## config.mk

```make
export PLATFORM = sky130hd
export DESIGN_NAME = l2_miss_queue
export DESIGN_NICKNAME = d
export VERILOG_FILES = /design/src/rtl/l2_miss_queue.sv
export SDC_FILE = /design/constraint.sdc
export NUM_CORES = 1
export LEC_CHECK = 0
export CAP_MARGIN = 20
export CORE_MARGIN = 3
export CORE_UTILIZATION = 35
export DETAILED_ROUTE_END_ITERATION = 12
export PLACE_DENSITY_LB_ADDON = 0.15
export SLEW_MARGIN = 20
export SYNTH_ARGS = -nofsm -noshare
export SYNTH_HDL_FRONTEND = slang
export SYNTH_SLANG_ARGS = --single-unit
```

## constraint.sdc

```tcl
create_clock -name clk_i -period 3.9 [get_ports clk_i]
set_input_delay 0.78 -clock clk_i [delete_from_list [all_inputs] [get_ports clk_i]]
set_output_delay 0.78 -clock clk_i [all_outputs]
set_load 0.05 [all_outputs]
```

## src/rtl/l2_miss_queue.sv

```systemverilog
// L2 miss-status queue: in-order circular buffer of line misses/writebacks that issues
// to memory with bounded concurrency, collapses duplicate fills, and restarts in order.
module l2_miss_queue #(
    parameter int NUM_ENTRIES     = 8,
    parameter int MAX_OUTSTANDING = 4,
    parameter int ADDR_WIDTH      = 26,
    parameter int ID_WIDTH        = 6
) (
    input  logic                               clk_i,
    input  logic                               reset_i,
    input  logic                               enq_valid_i,
    output logic                               enq_ready_o,
    input  logic [ADDR_WIDTH-1:0]              enq_addr_i,
    input  logic                               enq_is_writeback_i,
    input  logic [ID_WIDTH-1:0]                enq_id_i,
    output logic                               enq_duplicate_o,
    output logic                               mem_req_valid_o,
    input  logic                               mem_req_ready_i,
    output logic [ADDR_WIDTH-1:0]              mem_req_addr_o,
    output logic                               mem_req_is_writeback_o,
    input  logic                               mem_rsp_valid_i,
    output logic                               mem_rsp_ready_o,
    output logic                               restart_valid_o,
    input  logic                               restart_ready_i,
    output logic [ADDR_WIDTH-1:0]              restart_addr_o,
    output logic [ID_WIDTH-1:0]                restart_id_o,
    output logic                               restart_is_writeback_o,
    output logic                               restart_duplicate_o,
    output logic [$clog2(NUM_ENTRIES):0]       occupancy_o,
    output logic [$clog2(MAX_OUTSTANDING):0]   outstanding_o
);

    localparam int PW = $clog2(NUM_ENTRIES);
    localparam int CW = PW + 1;
    localparam int OW = $clog2(MAX_OUTSTANDING) + 1;
    localparam logic [CW-1:0] FULL_CNT = CW'(NUM_ENTRIES);
    localparam logic [OW-1:0] MAX_OUT  = OW'(MAX_OUTSTANDING);

    typedef enum logic [1:0] {
        ST_FREE    = 2'd0,
        ST_PENDING = 2'd1,
        ST_ISSUED  = 2'd2,
        ST_DONE    = 2'd3
    } ent_state_e;

    ent_state_e            state_q [NUM_ENTRIES];
    ent_state_e            state_d [NUM_ENTRIES];
    logic [ADDR_WIDTH-1:0] addr_q  [NUM_ENTRIES];
    logic [ADDR_WIDTH-1:0] addr_d  [NUM_ENTRIES];
    logic [ID_WIDTH-1:0]   id_q    [NUM_ENTRIES];
    logic [ID_WIDTH-1:0]   id_d    [NUM_ENTRIES];
    logic                  wb_q    [NUM_ENTRIES];
    logic                  wb_d    [NUM_ENTRIES];
    logic                  dup_q   [NUM_ENTRIES];
    logic                  dup_d   [NUM_ENTRIES];

    logic [PW-1:0] tail_q, tail_d, issue_q, issue_d, cmpl_q, cmpl_d, head_q, head_d;
    logic [CW-1:0] occ_q, occ_d;
    logic [OW-1:0] outs_q, outs_d;

    logic match_s, enq_fire_s, iss_pend_s, iss_dup_s, mem_issue_s, issue_fire_s;
    logic cmp_iss_s, cmpl_auto_s, mem_cmpl_s, cmpl_fire_s, retire_s;

    // Duplicate-fill detection: any live fill entry (including one retiring now) with the same line.
    always_comb begin
        match_s = 1'b0;
        for (int i = 0; i < NUM_ENTRIES; i++) begin
            match_s = match_s | ((state_q[i] != ST_FREE) && !wb_q[i] && (addr_q[i] == enq_addr_i));
        end
        enq_duplicate_o = !enq_is_writeback_i && match_s;
    end

    // Handshake and pointer-target decode; all four stages look only at registered state.
    always_comb begin
        enq_ready_o            = (occ_q != FULL_CNT);
        enq_fire_s             = enq_valid_i && enq_ready_o;

        iss_pend_s             = (state_q[issue_q] == ST_PENDING);
        iss_dup_s              = iss_pend_s && dup_q[issue_q];
        mem_req_valid_o        = iss_pend_s && !dup_q[issue_q] && (outs_q < MAX_OUT);
        mem_req_addr_o         = addr_q[issue_q];
        mem_req_is_writeback_o = wb_q[issue_q];
        mem_issue_s            = mem_req_valid_o && mem_req_ready_i;
        issue_fire_s           = iss_dup_s || mem_issue_s;

        cmp_iss_s              = (state_q[cmpl_q] == ST_ISSUED);
        cmpl_auto_s            = cmp_iss_s && dup_q[cmpl_q];
        mem_rsp_ready_o        = cmp_iss_s && !dup_q[cmpl_q];
        mem_cmpl_s             = mem_rsp_ready_o && mem_rsp_valid_i;
        cmpl_fire_s            = cmpl_auto_s || mem_cmpl_s;

        restart_valid_o        = (state_q[head_q] == ST_DONE);
        restart_addr_o         = addr_q[head_q];
        restart_id_o           = id_q[head_q];
        restart_is_writeback_o = wb_q[head_q];
        restart_duplicate_o    = dup_q[head_q];
        retire_s               = restart_valid_o && restart_ready_i;
    end

    // Next-state: per-entry lifecycle, payload capture at tail, pointers and counters.
    always_comb begin
        state_d = state_q;
        for (int i = 0; i < NUM_ENTRIES; i++) begin
            case (state_q[i])
                ST_FREE:    state_d[i] = (enq_fire_s   && (tail_q  == PW'(i))) ? ST_PENDING : ST_FREE;
                ST_PENDING: state_d[i] = (issue_fire_s && (issue_q == PW'(i))) ? ST_ISSUED  : ST_PENDING;
                ST_ISSUED:  state_d[i] = (cmpl_fire_s  && (cmpl_q  == PW'(i))) ? ST_DONE    : ST_ISSUED;
                ST_DONE:    state_d[i] = (retire_s     && (head_q  == PW'(i))) ? ST_FREE    : ST_DONE;
                default:    state_d[i] = ST_FREE;
            endcase
        end

        addr_d         = addr_q;
        id_d           = id_q;
        wb_d           = wb_q;
        dup_d          = dup_q;
        addr_d[tail_q] = enq_fire_s ? enq_addr_i         : addr_q[tail_q];
        id_d[tail_q]   = enq_fire_s ? enq_id_i           : id_q[tail_q];
        wb_d[tail_q]   = enq_fire_s ? enq_is_writeback_i : wb_q[tail_q];
        dup_d[tail_q]  = enq_fire_s ? enq_duplicate_o    : dup_q[tail_q];

        tail_d  = tail_q  + PW'(enq_fire_s);
        issue_d = issue_q + PW'(issue_fire_s);
        cmpl_d  = cmpl_q  + PW'(cmpl_fire_s);
        head_d  = head_q  + PW'(retire_s);
        occ_d   = occ_q  + CW'(enq_fire_s)  - CW'(retire_s);
        outs_d  = outs_q + OW'(mem_issue_s) - OW'(mem_cmpl_s);
    end

    // State register; reset drops every entry and forgets in-flight transactions.
    always_ff @(posedge clk_i or negedge reset_i) begin
        if (!reset_i) begin
            state_q <= '{default: ST_FREE};
            addr_q  <= '{default: '0};
            id_q    <= '{default: '0};
            wb_q    <= '{default: 1'b0};
            dup_q   <= '{default: 1'b0};
            tail_q  <= '0;
            issue_q <= '0;
            cmpl_q  <= '0;
            head_q  <= '0;
            occ_q   <= '0;
            outs_q  <= '0;
        end else begin
            state_q <= state_d;
            addr_q  <= addr_d;
            id_q    <= id_d;
            wb_q    <= wb_d;
            dup_q   <= dup_d;
            tail_q  <= tail_d;
            issue_q <= issue_d;
            cmpl_q  <= cmpl_d;
            head_q  <= head_d;
            occ_q   <= occ_d;
            outs_q  <= outs_d;
        end
    end

    assign occupancy_o   = occ_q;
    assign outstanding_o = outs_q;

    l2_miss_queue_checker #(
        .NUM_ENTRIES     (NUM_ENTRIES),
        .MAX_OUTSTANDING (MAX_OUTSTANDING)
    ) u_checker (
        .clk_i           (clk_i),
        .reset_i         (reset_i),
        .mem_rsp_valid_i (mem_rsp_valid_i),
        .mem_rsp_ready_i (mem_rsp_ready_o),
        .occupancy_i     (occ_q),
        .outstanding_i   (outs_q)
    );

endmodule

// Protocol and bound checks for the miss queue; a completion offered while not ready is ignored by the queue.
module l2_miss_queue_checker #(
    parameter int NUM_ENTRIES     = 8,
    parameter int MAX_OUTSTANDING = 4
) (
    input logic                             clk_i,
    input logic                             reset_i,
    input logic                             mem_rsp_valid_i,
    input logic                             mem_rsp_ready_i,
    input logic [$clog2(NUM_ENTRIES):0]     occupancy_i,
    input logic [$clog2(MAX_OUTSTANDING):0] outstanding_i
);

    localparam int CW = $clog2(NUM_ENTRIES) + 1;
    localparam int OW = $clog2(MAX_OUTSTANDING) + 1;
    localparam logic [CW-1:0] FULL_CNT = CW'(NUM_ENTRIES);
    localparam logic [OW-1:0] MAX_OUT  = OW'(MAX_OUTSTANDING);

    a_rsp_protocol: assert property (@(posedge clk_i) disable iff (!reset_i)
        mem_rsp_valid_i |-> mem_rsp_ready_i);
    a_occ_bound: assert property (@(posedge clk_i) disable iff (!reset_i)
        occupancy_i <= FULL_CNT);
    a_out_bound: assert property (@(posedge clk_i) disable iff (!reset_i)
        outstanding_i <= MAX_OUT);

endmodule

```

# [Word level (Yosys, flattened, before mapping)]
# Cells that the tools add are included.
[totals] regBits=307 out_inout_bits=73 in_bits=39
[op_classes] n_bitwise=11 n_mux=99 eq_ne=64 add_sub_neg=8 order_cmp=6 n_reduce_logical=92
[op_table] op="binary-select mux 26 bit (select 3 bit)" count=3
[op_table] op="bitwise mux 208 bit" count=1
[op_table] op="equality test 26 bit" count=8
[op_table] op="2-to-1 mux 26 bit" count=8
[op_table] op="demux 26 bit (select 3 bit)" count=1
[op_table] op="case mux 2 bit (4 select lines)" count=8
[op_table] op="logical AND 1 bit" count=59
[op_table] op="bitwise mux 48 bit" count=1
[op_table] op="equality test 3 bit, second input constant" count=16
[op_table] op="2-to-1 mux 2 bit" count=22
[op_table] op="binary-select mux 6 bit (select 3 bit)" count=2
[op_table] op="equality test 2 bit, second input constant" count=18
[op_table] op="2-to-1 mux 6 bit" count=6
[op_table] op="2-to-1 mux 1 bit" count=33
[op_table] op="equality test 3 x 2 -> 1 bit, second input constant" count=8
[op_table] op="binary-select mux 1 bit (select 3 bit)" count=7
[op_table] op="binary-select mux 2 bit (select 3 bit)" count=3
[op_table] op="demux 6 bit (select 3 bit)" count=1
[op_table] op="equality test 2 x 1 -> 1 bit, second input constant" count=9
[op_table] op="bitwise mux 8 bit" count=2
[op_table] op=">= comparator 4 bit, second input constant" count=4
[op_table] op="zero test 2 bit" count=8
[op_table] op="NOT 3 -> 4 bit" count=4
[op_table] op="nonzero test 2 bit" count=8
[op_table] op="13 further kinds" count=40

# [Depth between registers and ports, before layout]
# Gate-level depths: netlist (run 1).
[logic_depth] ltp_word=13 depth_mapped=12 ltp_nobuf=11

# [Least setup slack after synthesis (run 1)]
# OpenSTA, ideal clock, no wires.
[synth_path] kind="flip-flop to flip-flop" start="register issue_q[0]" end="register outs_q[2], in the netlist outstanding_o[2]" path_buffers=1 t_arrival_ns=3.700 slack_ns=0.076 synth_period_minus_slack_ns=3.824 stages_incl_launch_ff=12 cell_sequence="dfrtp_1 -> buf_2 -> mux4_2 -> mux2_2 -> nor3_1 -> nand2_1 -> ha_1 -> inv_1 -> ha_1 -> fa_1 -> xnor2_1 -> xnor2_1"
[synth_via] elab_chain_cells=10 word_cells_on_any_way=14
[synth_rtl] element="from (decl)" line_no="57" text="logic [PW-1:0] tail_q, tail_d, issue_q, issue_d, cmpl_q, cmpl_d, head_q, head_d;"
[synth_rtl] element="from (signal assigned)" line_no="151" text="issue_q <= issue_d;"
[synth_rtl] element="NOT 3 -> 4 bit (not written as such) (*)" line_no="78, 80"
[synth_rtl] element="binary-select mux 2 bit (select 3 bit) or binary-select mux 1 bit (select 3 bit) (tied branches)" line_no="78, 80"
[synth_rtl] element="2-to-1 mux 2 bit (not written as such) or 2-to-1 mux 1 bit (tied branches) (2 in series)" line_no="78, 80"
[synth_rtl] element="equality test 2 x 1 -> 1 bit or zero test 1 bit (tied branches)" line_no="78, 80"
[synth_rtl] element="logical AND 1 bit (*) (2 in series)" line_no="80" text="mem_req_valid_o = iss_pend_s && !dup_q[issue_q] && (outs_q < MAX_OUT);"
[synth_rtl] element="named net mem_req_valid_o" line_no="17" text="output logic mem_req_valid_o,"
[synth_rtl] element="logical AND 1 bit (*)" line_no="83" text="mem_issue_s = mem_req_valid_o && mem_req_ready_i;"
[synth_rtl] element="adder 3 x 1 -> 3 bit (*)" line_no="127" text="outs_d = outs_q + OW'(mem_issue_s) - OW'(mem_cmpl_s);"
[synth_rtl] element="subtractor 3 x 1 -> 3 bit (*)" line_no="127"
[synth_rtl] element="named net outs_d[2]" line_no="59" text="logic [OW-1:0] outs_q, outs_d;"
[synth_rtl] element="to (signal assigned)" line_no="155" text="outs_q <= outs_d;"
[synth_rtl] element="to (decl)" line_no="59"
# The timed path passes the listed nets; every way through them passes the cells marked *. The select of a mux whose other input is x is not followed.

# [Worst setup path after layout (run 1)]
[layout_path] start="register issue_q[0]" end="output mem_req_addr_o[17]"
[layout_via] elab_chain_cells=4
[layout_rtl] element="NOT 3 -> 4 bit (not written as such)" line_no="81" text="mem_req_addr_o = addr_q[issue_q];"
[layout_rtl] element="binary-select mux 26 bit (select 3 bit)" line_no="81"
[layout_rtl] element="2-to-1 mux 26 bit (not written as such) (2 in series)" line_no="81"
[layout_rtl] element="to (decl)" line_no="19" text="output logic [ADDR_WIDTH-1:0] mem_req_addr_o,"
# Every way passes these cells. The select of a mux whose other input is x is not followed.

==> run_results.csv, run 1 <==
group,metric,value,unit
detailed_routing,dr.first_iter.drc_count,1817,
placement,port_buffers,111,
clock_tree,htree_levels,2,
worst_setup_path,cp_max_fo,17,
detailed_routing,firstDrtPassIters,6,
worst_setup_path,crit-reg2reg-launch,"cmpl_q[1]",
die,die_y,245,microns
placement,gp_congestion,1.02,
sta,grt_setup_unrepaired,"false",
worst_setup_path,crit_start,"issue_q[0]",
synthesis,yosysUniqueCellTypes,54,
sta,setup_violations,0,
sta,maxSlewHeadroom,30.6,%
synthesis,async_flop_share,100,%
worst_setup_path,critical_path_class,"flop to output pin",
finish,antenna_cells,0,
worst_setup_path,reg2reg_to,"outstanding_o[2]",
clock_tree,clock_path_buffers,3,
finish,multi_input_comb_area,0.0116,sq mm
grt,grt_usage,27.8,%
synthesis,yosysWarnings,0,
grt,grt_pass1_vias,17200,
synthesis,synth_fp_nets,2089,
worst_setup_path,critPathArrivalTime,3.04,ns
sta,setup_slack,0.0836,ns
sta,worstMarginPinSlew,1.04,ns
die,dieArea,0.0600,sq mm
die,rows,86,
die,ios,112,
clock_tree,cts.clk_slew.worst_paths,0.06,ns
clock_tree,cts_setup_buffers,0,
synthesis,syn_inst,2033,
grt,overflow,0,
sta,slew_viol_final,0,
sta,fmax,262,MHz
synthesis,yosysSeqAreaShare,38.5,%
die,die_width,245,microns
worst_setup_path,reg2reg_setup_slack,0.77,ns
clock_tree,cts_buffers,39,
placement,pre_cts_slack,-0.122,ns
finish,nNetsFinal,2205,
synthesis,synth_ff_type,"dfrtp_1",
synthesis,synth-edff-count,0,
worst_setup_path,critPathRequiredTime,3.12,ns
synthesis,syn_area,0.0200,sq mm
finish,nFillCells,5457,
grt,antenna_found_initial,1,
sta,period_share,97.9,%
detailed_routing,antenna_left,0,
clock_tree,clk_latency,0.57,ns
detailed_routing,viasPerCell,6.03,
status,outcome,"completed",
detailed_routing,routed_wire_length_per_instance,28.6,microns
clock_tree,cts_root_buf,"clkbuf_16",
die,coreArea,0.0557,sq mm
clock_tree,cts_tree,"built",
clock_tree,cts.sinks,307,
finish,seq_area,0.00770,sq mm
sta,hold_viol,0,
die,start_util,35.8,%
placement,post-dp-hpwl,59600,microns
grt,grt_max_degree,85,
synthesis,ys_ff_latch,307,
finish,drive_gt1_share,19.8,%
sta,final.setup_skew,0.0195,ns
detailed_routing,drt_wl_total,83800,microns
finish,area_delta_synth_final,20.5,%
worst_setup_path,rr_worst_depth,11,
sta,post-route-min-period,3.82,ns
synthesis,syn_area_per_cell,9.83,sq um
worst_setup_path,crit_path_end_kind,"output pin",
worst_setup_path,worstSetupStartpointType,"flop",
run,cap_violations,0,
detailed_routing,vias,17600,
detailed_routing,drc,0,
min_path,hp-class,"input port to asynchronous set/reset pin",
grt,grt_pass1_wl,123000,microns
[flip-flops by register name, summed over array words and instances, names as in the netlist]
name and flops:
addr_q 208, id_q 48, state_q 16, dup_q 8, wb_q 8, occupancy_o 4
cmpl_q 3, head_q 3, issue_q 3, outstanding_o 3, tail_q 3
[how the worst max path moves through the flow]
stage	to	slack [ns]	depth (start not counted)
finish	mem_req_addr_o[17]	0.08	4
global route	mem_req_addr_o[17]	0.004	4
CTS	mem_req_addr_o[12]	0.01	4
detailed placement	enq_duplicate_o	-0.12	11
global placement	enq_duplicate_o	-0.11	11
floorplan	outstanding_o[2]	0.08	11
[cells in the mapped netlist, types with 16 or more instances]
| cell | instances | area, sq um |
|---|---|---|
| a221oi_1 | 33 | 289 |
| a22o_1 | 33 | 289 |
| a22oi_1 | 79 | 593 |
| buf_1 | 17 | 63.8 |
| buf_2 | 53 | 265 |
| clkbuf_1 | 93 | 349 |
| dfrtp_1 | 307 | 7680 |
| inv_1 | 16 | 60.1 |
| mux2_2 | 29 | 327 |
| mux4_2 | 129 | 2910 |
| nand2_1 | 381 | 1430 |
| nand3_1 | 23 | 115 |
| nand4_1 | 50 | 313 |
| nor2_1 | 22 | 82.6 |
| nor3_1 | 23 | 115 |
| nor4_1 | 90 | 563 |
| o21ai_0 | 297 | 1490 |
| xor2_1 | 212 | 1860 |
[metrics by stage]
step	TNS, ns	hold WS (ns)	util (%)	instances	area (sq um)
finish	0	0.223	43.2	2927	24100
global route	0	0.267	43.2	2927	24100
CTS	0	0.242	43.0	2927	24000
detailed placement	-0.122	0.491	40.5	2856	22600
global placement	-0.115	0.481	40.5	2856	22600
floorplan	0	0.466	-	2033	20000
[cell type report]
| class | instances | area share [%] |
|---|---|---|
| Multi-Input combinational cell | 1539 | 48.2 |
| Sequential cell | 307 | 32.0 |
| Timing Repair Buffer | 244 | 9.85 |
| Clock buffer | 54 | 4.63 |
| Tap cell | 748 | 3.89 |
| Clock inverter | 17 | 1.18 |
| Inverter | 18 | 0.281 |
[cell families after synthesis]
kind of cell,share of synthesized area (%)
simple gates,14.8
flops,38.5
mux,16.2
fa+ha+maj,1.14
buf+inv,4.00
compound gates,16.0
xor+xnor,9.47
[worst max-delay path: stages (launching register included)]
cell	delay, ns
dfrtp_4	0.65
buf_12	0.25
mux4_2	0.52
mux2_2	0.29
clkdlybuf4s50_1	0.71
[routing by layer]
| layer | GRT usage, % | up-vias | share of wire, % |
|---|---|---|---|
| met5 | 0 | - | 0 |
| met3 | 4.32 | 135 | 7.4 |
| met1 | 40.0 | 8923 | 45 |
| li1 | - | 7788 | - |
| met2 | 43.2 | 792 | 45 |
| met4 | 8.68 | 0 | 2.7 |
[repair_timing]
action,4_1_cts,5_1_grt
pin swaps,0,1
hold buffers,0,0
gates resized for setup,3,25
endpoints found under the setup margin,1,19
[layout by cell type (no fill, tap or decap), types with 12 or more instances in the layout]
cell type	instances
a221oi_1	33
a22oi_1	79
xor2_1	212
nor4_1	84
nand4_1	50
mux4_2	129
inv_1	16
clkbuf_16	40
nor2_1	20
mux2_2	29
nand2_1	379
dfrtp_1	301
buf_12	24
a211oi_1	12
a22o_1	33
clkdlybuf4s50_1	57
o21ai_1	12
nor3_1	22
ha_1	15
nand3_1	22
dlymetal6s2s_1	16
o21ai_0	297
buf_4	143
Power of run 1 is not shown: default switching activity piles up to over one toggle a cycle in this logic, so the estimate is an artifact.
==> inputs of run 2 (changes only) <==
CTS_BUF_LIST = sky130_fd_sc_hd__clkbuf_2   (was default)
CTS_CLUSTER_DIAMETER = 80   (was default)
clock period = 4.8 ns   (was 3.9 ns; I/O delays follow)
==> run_results.csv, run 2 (same netlist as run 1, synthesis figures left out) <==
group,metric,value,unit
worst_setup_path,critPathRequiredTime,3.84,ns
detailed_routing,dr.first_iter.drc_count,1736,
sta,maxSlewHeadroom,27.6,%
worst_setup_path,reg2reg_to,"outstanding_o[2]",
clock_tree,cts_tree,"built",
grt,use_met2,42.0,%
grt,grt_pass1_vias,17300,
detailed_routing,drc,0,
clock_tree,clk_latency,1.09,ns
die,start_util,35.8,%
grt,grt_pass1_wl,123000,microns
sta,period_share,96.8,%
grt,busiest_layer,"met2",
sta,setup_violations,0,
clock_tree,cts.sinks,307,
worst_setup_path,crit_end,"enq_duplicate_o",
sta,hold_viol,0,
worst_setup_path,rr_worst_depth,11,
worst_setup_path,worstSetupStartpointType,"input port",
worst_setup_path,crit-reg2reg-launch,"issue_q[1]",
sta,hold_ws,0.513,ns
die,ios,112,
placement,port_buffers,111,
worst_setup_path,crit_top_cell,"nor4_1",
clock_tree,cts_root_buf,"clkbuf_2",
run,cap_violations,0,
grt,use_met1,40.1,%
worst_setup_path,crit_chain,"clkdlybuf4s50_1 -> xor2_1 -> nor4_1 -> nand4_1 -> o22ai_1 -> nor4_1 -> buf_4 -> nor2_1 -> buf_12",
die,coreArea,0.0557,sq mm
detailed_routing,antenna_left,0,
detailed_routing,vias,17800,
worst_setup_path,max_stage_delay,0.97,ns
placement,gp_congestion,1.03,
finish,layout_commonest_cell,"nand2_1",
detailed_routing,drt_wl_total,83900,microns
sta,fmax,215,MHz
sta,final.setup_skew,0.0691,ns
grt,overflow,0,
placement,post-dp-hpwl,58500,microns
finish,largest_register,"addr_q",
finish,nNetsFinal,2199,
grt,grtUsageMet3,5.54,%
detailed_routing,viasPerCell,6.01,
worst_setup_path,reg2reg_setup_slack,1.50,ns
worst_setup_path,critPathSlowestCell,"clkdlybuf4s50_1",
die,die_y,245,microns
finish,largest_reg_flops,208,
clock_tree,cts_buffers,86,
die,rows,86,
min_path,min_path_cells,2,
die,die_width,245,microns
min_path,hp-class,"flop to flop",
detailed_routing,firstDrtPassIters,6,
grt,grt_usage,27.9,%
finish,area_delta_synth_final,14.0,%
worst_setup_path,critical_path_class,"input port to output pin",
sta,slew_viol_final,0,
clock_tree,clock_path_buffers,3,
status,outcome,"completed",
sta,worstMarginPinSlew,1.08,ns
clock_tree,cts.clk_slew.worst_paths,0.09,ns
die,dieArea,0.0600,sq mm
clock_tree,htree_levels,3,
finish,final_cell_mix,"nand2_1, dfrtp_1, o21ai_0",
worst_setup_path,crit_path_end_kind,"output pin",
detailed_routing,routed_wire_length_per_instance,28.4,microns
worst_setup_path,crit_start,"enq_addr_i[6]",
grt,grt_max_degree,99,
worst_setup_path,critPathArrivalTime,3.69,ns
sta,post-route-min-period,4.65,ns
sta,grt_setup_unrepaired,"false",
finish,drive_gt1_share,20.1,%
finish,reg.largest.list,"addr_q x208, id_q x48, state_q x16",
grt,antenna_found_initial,4,
worst_setup_path,cp_max_fo,9,
## run 2: timing repair
action | 4_1_cts | 5_1_grt
resized for setup | 9 | 1
endpoints found under the hold margin | 94 | 0
buffers inserted | 4 | 1
endpoints found under the setup margin | 23 | 5
hold buffers | 1 | 0
## run 2: layout make-up
class                           count  area [sq um]
Multi-Input combinational cell   1539         11500
Timing Repair Buffer              191          1720
Inverter                           18          67.6
Sequential cell                   307          7700
Tap cell                          748           936
Antenna cell                        2          5.00
Clock buffer                      132           661
Fill cell                        5598         33000
Clock inverter                     19           133
## run 2: how the worst min path moves through the flow
stage	from	end	slack, ns
after floorplan	id_q[30]	id_q[30]	0.47
after global routing	reset_i	addr_q[67]	0.53
after global placement	id_q[25]	id_q[25]	0.49
after detailed placement	id_q[1]	id_q[1]	0.49
after CTS	reset_i	addr_q[67]	0.42
final	id_q[1]	id_q[1]	0.51
## run 2: routing by layer
layer | vias up | part of all wire, %
met1 | 8961 | 45
met5 | - | 0.029
met2 | 850 | 44
li1 | 7804 | -
met3 | 161 | 7.9
met4 | 4 | 3.0
## run 2: worst max-delay path: cells and delay by family
kind                   cells  cell delay (ns)
XOR/XNOR                   1             0.32
AND/OR/NAND/NOR            4             0.91
buffers and inverters      3             1.31
AO/OA/AOI/OAI              1             0.18
## run 2: stage by stage
| stage | utilization (%) | cell area (sq um) | setup TNS, ns | worst slack, ns | cells |
|---|---|---|---|---|---|
| after floorplan | - | 20000 | 0 | 0.976 | 2033 |
| after global placement | 39.3 | 21900 | -0.0746 | -0.0746 | 2797 |
| after detailed placement | 39.3 | 21900 | 0 | 0.0154 | 2797 |
| after CTS | 40.8 | 22700 | 0 | 0.00176 | 2953 |
| after global routing | 40.9 | 22800 | 0 | 0.0551 | 2956 |
| final | 40.9 | 22800 | 0 | 0.154 | 2956 |
Power of run 2 is left out for the same reason.
